**src/rtl/id_pkg.sv**
```systemverilog
// Shared types for the decode-stage hazard scoreboard: op classes, in-flight
// writer entries and downstream stage indices.
package id_pkg;

    typedef enum logic [1:0] {
        OP_ALU  = 2'd0,
        OP_LOAD = 2'd1,
        OP_MUL  = 2'd2,
        OP_RSV  = 2'd3
    } op_class_t;

    localparam int STG_EX  = 0;
    localparam int STG_MEM = 1;
    localparam int STG_WB  = 2;
    localparam int STG_W   = 4;

    typedef struct packed {
        logic             vld;
        logic [4:0]       rd;
        logic [STG_W-1:0] rdy_stage;
    } sb_entry_t;

    // First stage whose output bus holds the result; the reserved class behaves as ALU.
    function automatic logic [STG_W-1:0] rdy_stage_of(op_class_t cls, int load_stg, int mul_stg);
        case (cls)
            OP_LOAD: return STG_W'(load_stg);
            OP_MUL:  return STG_W'(mul_stg);
            default: return STG_W'(STG_EX);
        endcase
    endfunction

endpackage

```
**src/rtl/sb_port_match.sv**
```systemverilog
// One source port compared against every in-flight writer; the youngest
// matching entry decides between forwarding and stalling.
module sb_port_match
    import id_pkg::*;
#(
    parameter int FWD_DEPTH = 3,
    parameter int FSEL_W    = 2
) (
    input  logic [4:0]                  rs_idx,
    input  logic                        rs_used,
    input  sb_entry_t [FWD_DEPTH-1:0]   entries,
    output logic                        stall,
    output logic [FSEL_W-1:0]           fwd_sel
);

    // Walk oldest to youngest so the lowest matching index is the one left standing.
    always_comb begin
        stall   = 1'b0;
        fwd_sel = '0;
        for (int i = FWD_DEPTH - 1; i >= 0; i--) begin
            if (rs_used && rs_idx != 5'd0 && entries[i].vld && entries[i].rd == rs_idx) begin
                if (i >= int'(entries[i].rdy_stage)) begin
                    stall   = 1'b0;
                    fwd_sel = FSEL_W'(i + 1);
                end else begin
                    stall   = 1'b1;
                    fwd_sel = '0;
                end
            end
        end
    end

endmodule

```
**src/rtl/id_hazard_scoreboard.sv**
```systemverilog
// Decode-stage hazard scoreboard: shadow pipeline of in-flight writers driving
// the ID stall, per-port forwarding selects and a saturating stall counter.
module id_hazard_scoreboard
    import id_pkg::*;
#(
    parameter  int NUM_RD_PORTS   = 2,
    parameter  int FWD_DEPTH      = 3,
    parameter  int LOAD_RDY_STAGE = 1,
    parameter  int MUL_RDY_STAGE  = 1,
    parameter  int CNT_W          = 32,
    localparam int FSEL_W         = $clog2(FWD_DEPTH + 1)
) (
    input  logic                           clk,
    input  logic                           rst,
    input  logic                           id_valid,
    input  logic [5*NUM_RD_PORTS-1:0]      id_rs_idx,
    input  logic [NUM_RD_PORTS-1:0]        id_rs_used,
    input  logic [4:0]                     id_rd_idx,
    input  logic                           id_reg_wr,
    input  logic [1:0]                     id_op_class,
    input  logic                           pipe_advance,
    input  logic                           flush,
    output logic                           id_stall,
    output logic [FSEL_W*NUM_RD_PORTS-1:0] fwd_sel,
    output logic [CNT_W-1:0]               stall_count
);

    sb_entry_t [FWD_DEPTH-1:0] ents, ents_nxt;
    logic [NUM_RD_PORTS-1:0]   port_stall;
    logic                      push;

    for (genvar p = 0; p < NUM_RD_PORTS; p++) begin : g_port
        sb_port_match #(
            .FWD_DEPTH (FWD_DEPTH),
            .FSEL_W    (FSEL_W)
        ) u_match (
            .rs_idx  (id_rs_idx[5*p +: 5]),
            .rs_used (id_rs_used[p]),
            .entries (ents),
            .stall   (port_stall[p]),
            .fwd_sel (fwd_sel[FSEL_W*p +: FSEL_W])
        );
    end

    assign id_stall = id_valid & ~flush & (|port_stall);
    assign push     = id_valid & ~id_stall & ~flush & id_reg_wr & (id_rd_idx != 5'd0);

    // A flush squashes the EX entry: cleared in place on a hold, or on its way into MEM.
    always_comb begin
        ents_nxt = ents;
        if (pipe_advance) begin
            for (int i = 1; i < FWD_DEPTH; i++) begin
                ents_nxt[i] = ents[i-1];
                if (i == STG_MEM && flush)
                    ents_nxt[i].vld = 1'b0;
            end
            ents_nxt[0] = '0;
            if (push) begin
                ents_nxt[0].vld       = 1'b1;
                ents_nxt[0].rd        = id_rd_idx;
                ents_nxt[0].rdy_stage = rdy_stage_of(op_class_t'(id_op_class),
                                                     LOAD_RDY_STAGE, MUL_RDY_STAGE);
            end
        end else if (flush) begin
            ents_nxt[0].vld = 1'b0;
        end
    end

    always_ff @(posedge clk) begin
        if (!rst) begin
            ents        <= '0;
            stall_count <= '0;
        end else begin
            ents <= ents_nxt;
            if (id_stall && !(&stall_count))
                stall_count <= stall_count + 1'b1;
        end
    end

endmodule
```
**config.mk**
```make
export PLATFORM = sky130hd
export DESIGN_NAME = id_hazard_scoreboard
export DESIGN_NICKNAME = d
export VERILOG_FILES = /design/src/rtl/id_pkg.sv /design/src/rtl/sb_port_match.sv /design/src/rtl/id_hazard_scoreboard.sv
export SDC_FILE = /design/constraint.sdc
export NUM_CORES = 1
export LEC_CHECK = 0
export CAP_MARGIN = 20
export CORE_MARGIN = 2
export CORE_UTILIZATION = 46
export CTS_CLUSTER_DIAMETER = 30
export DETAILED_ROUTE_END_ITERATION = 7
export GPL_ROUTABILITY_DRIVEN = 1
export PLACE_DENSITY = 0.76
export SYNTH_ARGS = -nofsm -noshare
export SYNTH_HDL_FRONTEND = slang
export SYNTH_SLANG_ARGS = --single-unit
```
**constraint.sdc**
```tcl
create_clock -name clk -period 2 [get_ports clk]
set_input_delay 0.2 -clock clk [delete_from_list [all_inputs] [get_ports clk]]
set_output_delay 0.2 -clock clk [all_outputs]
set_load 0.05 [all_outputs]
```
==> results.sh, run 1 <==
export IMPL_run_status="finished, violations left"
export IMPL_failing_checks="negative setup slack"
export IMPL_setup_tns_final_ns=-7.93
export IMPL_maxCapViolCount=0
export IMPL_postSynthRegisterBits=51
export IMPL_cts_hold_fix_buffers=0
export IMPL_post_synth_fa_ha_maj_area_fraction_pct=0.421
export IMPL_r2r_end="stall_count[28]"
export IMPL_max_stage_delay_ns=0.54
export IMPL_overall_die_width_um=84.4
export IMPL_coreArea_um2=6310
export IMPL_final_period_minus_worst_setup_slack_ns=2.31
export IMPL_ys_dominant_reg_cell="dfxtp_1"
export IMPL_worst_ep_required_time_ns=2.25
export IMPL_ys_top_cells_by_count="51 x dfxtp_1, 25 x nand2_1, 24 x a21oi_1"
export IMPL_timing_worst_setup_path_type="flop to flop"
export IMPL_ys_top_cells_by_area="dfxtp_1 34%, mux2i_1 7.4%, xor2_1 6.2%, nand2b_1 4.6%, a21oi_1 4.0%"
export IMPL_maxSlewHeadroom_pct=64.3
export IMPL_root_buffer_cell="clkbuf_8"
export IMPL_ioPinCount=62
export IMPL_synthDominantCellAreaShare_pct=34.3
export IMPL_vias_in_the_first_global_route=3429
export IMPL_synth_enable_flop_cells=0
export IMPL_dr_first_iter_drc_count=155
export IMPL_fp_row_count=29
export IMPL_grt_pass1_wl_mm=16.2
export IMPL_cp_buffers_inverters=2
export IMPL_place_congestion=0.905
export IMPL_critical_path_max_fanout=12
export IMPL_ys_warnings_count=0
export IMPL_clk_insertion_delay_late_ns=0.32
export IMPL_post_synth_inst_count=346
export IMPL_num_nets_final=518
export IMPL_synth_top_family_by_area="simple AND/OR/NAND/NOR gates"
export IMPL_largest_net_degree_at_the_start_of_global_routing=37
export IMPL_synth_avg_cell_area_um2=8.59
export IMPL_seq_power_share_pct=48.4
export IMPL_vias_per_cell=6.02
export IMPL_netlist_top_cell_by_area="dfxtp_1"
export IMPL_yosys_cell_types_count=48
export IMPL_final_core_util_pct=80.6
export IMPL_ir_worst_vdd_v=0.000344
export IMPL_grt_util_all_layers_pct=28.0
export IMPL_dp_hpwl_mm=6.15
export IMPL_worst_setup_path_end="stall_count[28]"
export IMPL_antenna_cells_inserted=0
export IMPL_worst_r2r_startpoint="ents[5]"
export IMPL_min_delay_worst_type="flop to flop"
export IMPL_cts_tree="done"
export IMPL_synth_yosys_seq_area_share_pct=34.3
export IMPL_synthArstFlopShare_pct=0
export IMPL_power_clock_fraction_pct=42.0
export IMPL_dr_total_vias=3432
export IMPL_netSwitchingFraction_pct=23.1
export IMPL_worstSetupStartpoint="ents[5]"
export IMPL_htree_num_levels=2
export IMPL_worst_setup_path_start_kind="flop"
export IMPL_post_layout_total_power_mw=2.09
export IMPL_final_cycle_utilization_of_the_critical_path_pct=115
export IMPL_globalRoute_totalOverflow=0
export IMPL_p_int_mw=1.60
export IMPL_ff2ff_path_depth=8
export IMPL_setup_repair_after_global_routing_missed_its_margin="true"
export IMPL_clkSlewWorstSetupHoldPaths_ns=0.10
export IMPL_final_critical_path_setup_slack_ns=-0.309
export IMPL_floorplan_initialDensity_pct=47.1
export IMPL_drive_gt1_share_pct=41.2
export IMPL_synth_simple_area_share_pct=32.1
export IMPL_final_antenna_net_count=0
export IMPL_timing_reg2reg_setup_slack_ns=-0.31
export IMPL_detail_route_drc_violations=0
export IMPL_yosys_cell_count_top_type="dfxtp_1"
export IMPL_fin_worst_skew_ns=0.0128
export IMPL_total_leakage_power_nw=1.96
export IMPL_cell_family_contributing_the_most_delay_on_the_critical_path="simple AND/OR/NAND/NOR gates"
export IMPL_cp_cell_sequence="xor2_1, nor4_2, and4b_4, o21ai_4, buf_12, buf_16, or4_1, a21oi_1"
export IMPL_report_final_hold_viol_count=0
export IMPL_synth_xor_area_share_pct=9.43
export IMPL_p_comb_share_pct=9.6
export IMPL_timing_critical_path_depth=8
export IMPL_antenna_found_initial=0
export IMPL_post_synth_mux_area_share_pct=7.41
export IMPL_powerDensity_nw_per_um2=410
export IMPL_crit_arrival_ns=2.56
export IMPL_cts_sink_count=51
export IMPL_final_max_slew_viol_count=0
export IMPL_switching_power_mw=0.482
export IMPL_cp_slowest_cell="or4_1"
export IMPL_mappedNetlistNets=372
export IMPL_cts_buffers=5
export IMPL_layout_filler_cells=378
export IMPL_final_routed_wire_length_divided_by_cell_count_um=19.6
export IMPL_die_height_um=84.4
export IMPL_max_freq_mhz=433
export IMPL_area_growth_syn_to_layout_pct=71.2
export IMPL_setup_viol_count_final=37
export IMPL_synth_compound_area_share_pct=12.7
export IMPL_synthesis_area_um2=2970
export IMPL_drt_wirelength_mm=11.2
export IMPL_worstMarginPinSlew_ns=0.534
export IMPL_dr_pass1_iters=4
export IMPL_floorplan_die_area_um2=7120
export IMPL_io_port_bufs=61
export IMPL_critical_path_endpoint_type="flop"
export IMPL_cts_root_to_sink_buffers=2
cells by family (layout without fill, tap and decap cells):
logic type	after synthesis	after routing
AND/OR/NAND/NOR	161	162
multiplexers	22	22
AO/OA/AOI/OAI	58	58
buffers and inverters	21	167
adder cells (fa/ha/maj)	1	1
flip-flops	51	51
XOR/XNOR	32	32
tightest hold or removal path: stages, from the launching register on:
cell	delay, ns
dfxtp_2	0.34
nand2_1	0.05
mux2i_1	0.05
cell usage in the layout, fill, tap and decap left out, drive strengths merged, types with 11 or more instances in the layout:
cell type,instances
o21ai,14
nand2,25
dfxtp,51
clkdlybuf4s50,46
buf,104
or3,11
or4,15
nand2b,22
a21oi,24
mux2i,22
xor2,21
nor2,21
xnor2,11
nand3,13
nor4,11
nand4,13
flip-flops by register name (all words and copies together), names as in the netlist:
name         count
ents            19
stall_count     32
area by class of cell:
class	instances	area [um^2]	area share (%)
clock buffer	5	68.8	1.35
clock inverter	3	67.6	1.33
inverter	5	21.3	0.418
multi-input combinational	275	2250	44.1
sequential	51	1080	21.3
tap	77	96.3	1.89
timing repair buffer	154	1510	29.6
what timing repair did:
item / CTS / global route
setup buffers: 19 / 6
cloned: 3 / 0
gates resized for setup: 109 / 22
setup endpoints to repair: 38 / 37
pin swaps: 56 / 28
how the worst min path moves through the flow:
stage,from,endpoint,depth (start not counted)
after detailed placement,stall_count[23],stall_count[23],2
after CTS,stall_count[23],stall_count[23],2
after global routing,id_rd_idx[3],ents[7],3
after floorplan,id_rd_idx[0],ents[4],2
after global placement,stall_count[23],stall_count[23],2
final,stall_count[23],stall_count[23],2
stage by stage:
stage,setup slack (ns),instances,hold WS [ns],instance area [um^2]
after global placement,-0.474,536,0.456,4250
after detailed placement,-0.532,536,0.472,4250
after global routing,-0.368,570,0.503,5090
after floorplan,-0.196,346,0.363,3080
after CTS,-0.241,565,0.487,4940
final,-0.309,570,0.482,5090
layer usage:
layer | wire length [um] | global-route usage [%]
met1 | 4320 | 32.7
met2 | 5780 | 51.8
met3 | 616 | 4.72
met4 | 455 | 9.52
met5 | 0 | 0
power groups by stage:
stage,combinational (mW),clock [mW],sequential (mW)
2_1_floorplan,0.0777,0,1.03
3_3_place_gp,0.175,0,1.04
3_5_place_dp,0.180,0,1.04
4_1_cts,0.191,0.872,1.01
5_1_grt,0.214,0.922,1.01
6_report,0.200,0.877,1.01
(Power assumes the default switching activity.)
==> run 2: changes to the inputs <==
--- a/config.mk
+++ b/config.mk
@@ -12,6 +12,7 @@
 export DETAILED_ROUTE_END_ITERATION = 7
 export GPL_ROUTABILITY_DRIVEN = 1
 export PLACE_DENSITY = 0.76
+export SLEW_MARGIN = 20
 export SYNTH_ARGS = -nofsm -noshare
 export SYNTH_HDL_FRONTEND = slang
 export SYNTH_SLANG_ARGS = --single-unit
==> results of run 2 <==
The final DEF is identical to that of run 1; final timing and power are the same.
==> run 3: changes to the inputs <==
--- a/config.mk
+++ b/config.mk
@@ -7,12 +7,12 @@
 export LEC_CHECK = 0
 export CAP_MARGIN = 20
 export CORE_MARGIN = 2
-export CORE_UTILIZATION = 46
+export CORE_UTILIZATION = 50
 export CTS_CLUSTER_DIAMETER = 30
 export DETAILED_ROUTE_END_ITERATION = 7
 export GPL_ROUTABILITY_DRIVEN = 1
-export PLACE_DENSITY = 0.76
-export SLEW_MARGIN = 20
+export PLACE_DENSITY = 0.78
+export SLEW_MARGIN = 10
 export SYNTH_ARGS = -nofsm -noshare
 export SYNTH_HDL_FRONTEND = slang
 export SYNTH_SLANG_ARGS = --single-unit
==> constraint.sdc (replaced) <==
create_clock -name clk -period 2.5 [get_ports clk]
set_input_delay 0.25 -clock clk [delete_from_list [all_inputs] [get_ports clk]]
set_output_delay 0.25 -clock clk [all_outputs]
set_load 0.05 [all_outputs]
==> run 3 against run 2 <==
Against the previous run: the run now ends clean; highest routed layer unchanged; routed wire length decreased by 30%; via count fell by 16%; cell area is 20% lower; sequential share of layout area grew 3.8 points.
==> results.sh, run 3 (synthesized netlist as in run 1, its figures left out) <==
export IMPL_run_status="complete, no violations"
export IMPL_largest_net_degree_at_the_start_of_global_routing=37
export IMPL_min_delay_path_depth=2
export IMPL_htree_num_levels=2
export IMPL_worst_setup_path_end="id_stall"
export IMPL_cts_root_to_sink_buffers=2
export IMPL_max_stage_delay_ns=0.54
export IMPL_place_worst_setup_slack_ns=-0.169
export IMPL_ioPinCount=62
export IMPL_dr_first_iter_drc_count=112
export IMPL_most_common_layout_cells="55 x clkdlybuf4s50_1, 49 x dfxtp_1, 34 x buf_4, 25 x nand2_1, 24 x a21oi_1"
export IMPL_clk_insertion_delay_late_ns=0.31
export IMPL_vias_per_cell=5.64
export IMPL_highest_layer_used_for_signal_routing="met4"
export IMPL_antenna_found_initial=0
export IMPL_critical_path_max_fanout=6
export IMPL_met2_length_mm=3.78
export IMPL_cts_sink_count=51
export IMPL_coreArea_um2=5820
export IMPL_wirelength_met1_mm=3.56
export IMPL_setup_viol_count_final=0
export IMPL_fp_row_count=28
export IMPL_maxCapViolCount=0
export IMPL_setup_repair_after_global_routing_missed_its_margin="true"
export IMPL_cp_cell_sequence="clkdlybuf4s50_1, or4_1, o21ai_2, and4b_4, o21ai_4, buf_12, inv_4, buf_4"
export IMPL_cts_tree="done"
export IMPL_final_max_slew_viol_count=0
export IMPL_die_height_um=81.1
export IMPL_final_cycle_utilization_of_the_critical_path_pct=99.2
export IMPL_worst_ep_required_time_ns=2.25
export IMPL_min_delay_worst_type="flop to flop"
export IMPL_maxSlewHeadroom_pct=66.5
export IMPL_ff2ff_path_depth=8
export IMPL_dpl_instance_area_um2=3870
export IMPL_critical_path_endpoint_type="output port"
export IMPL_final_period_minus_worst_setup_slack_ns=2.48
export IMPL_ff_latch_area_um2=1020
export IMPL_dp_hpwl_mm=5.69
export IMPL_wl_met3_um=326
export IMPL_most_common_cell_after_layout_fill_and_taps_aside="clkdlybuf4s50_1"
export IMPL_grt_pass1_wl_mm=12.5
export IMPL_worst_hold_startpoint="stall_count[23]"
export IMPL_root_buffer_cell="clkbuf_8"
export IMPL_timing_reg2reg_setup_slack_ns=0.11
export IMPL_dr_total_vias=2870
export IMPL_globalRoute_totalOverflow=0
export IMPL_ir_worst_vdd_v=0.000254
export IMPL_floorplan_die_area_um2=6580
export IMPL_worstSetupStartpoint="id_rs_idx[7]"
export IMPL_io_port_bufs=61
export IMPL_final_antenna_net_count=0
export IMPL_drive_gt1_share_pct=15.7
export IMPL_overall_die_width_um=81.1
export IMPL_max_freq_mhz=403
export IMPL_final_standard_cell_area_without_fillers_um2=4080
export IMPL_final_critical_path_setup_slack_ns=0.0190
export IMPL_registers_top_by_ff_count="stall_count"
export IMPL_hold_worst_slack_ns=0.495
export IMPL_cp_buffers_inverters=4
export IMPL_area_growth_syn_to_layout_pct=37.2
export IMPL_clkSlewWorstSetupHoldPaths_ns=0.09
export IMPL_final_routed_wire_length_divided_by_cell_count_um=15.3
export IMPL_cts_hold_fix_buffers=0
export IMPL_worst_r2r_startpoint="ents[5]"
export IMPL_place_congestion=0.913
export IMPL_cell_family_contributing_the_most_delay_on_the_critical_path="buffers and inverters"
export IMPL_detail_route_drc_violations=0
export IMPL_worstMarginPinSlew_ns=0.501
export IMPL_timing_worst_setup_path_type="input port to output port"
export IMPL_timing_critical_path_depth=8
export IMPL_drt_wirelength_mm=7.81
export IMPL_total_leakage_power_nw=1.44
export IMPL_fin_worst_skew_ns=0.0112
export IMPL_antenna_cells_inserted=0
export IMPL_largestRegisters="stall_count: 32 flops, ents: 19 flops"
export IMPL_worst_setup_path_start_kind="input port"
export IMPL_grt_util_all_layers_pct=23.9
export IMPL_cts_buffers=5
export IMPL_num_nets_final=459
export IMPL_cp_slowest_cell="or4_1"
export IMPL_layout_filler_cells=474
export IMPL_crit_arrival_ns=2.23
export IMPL_report_final_hold_viol_count=0
export IMPL_r2r_end="stall_count[5]"
export IMPL_area_used_by_multi_input_combinational_logic_um2=1880
export IMPL_dr_pass1_iters=4
export IMPL_floorplan_initialDensity_pct=51.1
export IMPL_largest_reg_flops=32
export IMPL_powerDensity_nw_per_um2=379
export IMPL_vias_in_the_first_global_route=2844
-- run 3: tightest hold or removal path: cells and delay by family, from the launching register on --
kind	cells	cell delay, ns
multiplexers	1	0.05
AND/OR/NAND/NOR	1	0.06
flip-flops	1	0.34
-- run 3: power breakdown --
group	internal [mW]	switching, mW	leakage [nW]
Combinational	0.0749	0.0657	0.974
Sequential	0.814	0.00442	0.412
Clock	0.302	0.286	0.0548
Total	1.19	0.356	1.44
-- run 3: worst min-delay path by stage --
stage / slack [ns] / endpoint
global placement: 0.48 / stall_count[23]
detailed placement: 0.47 / stall_count[23]
global route: 0.51 / stall_count[23]
floorplan: 0.41 / ents[4]
finish: 0.49 / stall_count[23]
CTS: 0.49 / stall_count[23]
-- run 3: repair_timing --
action / in CTS / in global routing
buffers inserted: 3 / 2
pin swaps: 1 / 1
gates resized for setup: 1 / 4
endpoints found under the hold margin: 0 / 0
gates cloned: 1 / 0
endpoints found under the setup margin: 2 / 19
-- run 3: layout make-up --
cell class / instances / area share, %
multi-input combinational: 274 / 46.0
sequential: 51 / 25.1
timing repair buffer: 96 / 23.2
tap: 75 / 2.30
clock inverter: 3 / 1.13
clock buffer: 5 / 1.69
inverter: 5 / 0.521
-- run 3: metal layers --
metal  vias up  track usage, %
met5         -               0
met4         0            8.81
met3        12            3.44
met2        72            44.3
met1      1342            27.8
li1       1444               -
-- run 3: stage by stage --
stage	utilization, %	setup TNS (ns)	power (mW)	std cells
after global routing	70.1	-0.232	1.59	509
after CTS	69.5	0	1.55	507
after detailed placement	66.6	-2.85	0.974	495
after floorplan	-	0	0.898	346
final	70.1	0	1.55	509
after global placement	66.6	-0.193	0.969	495
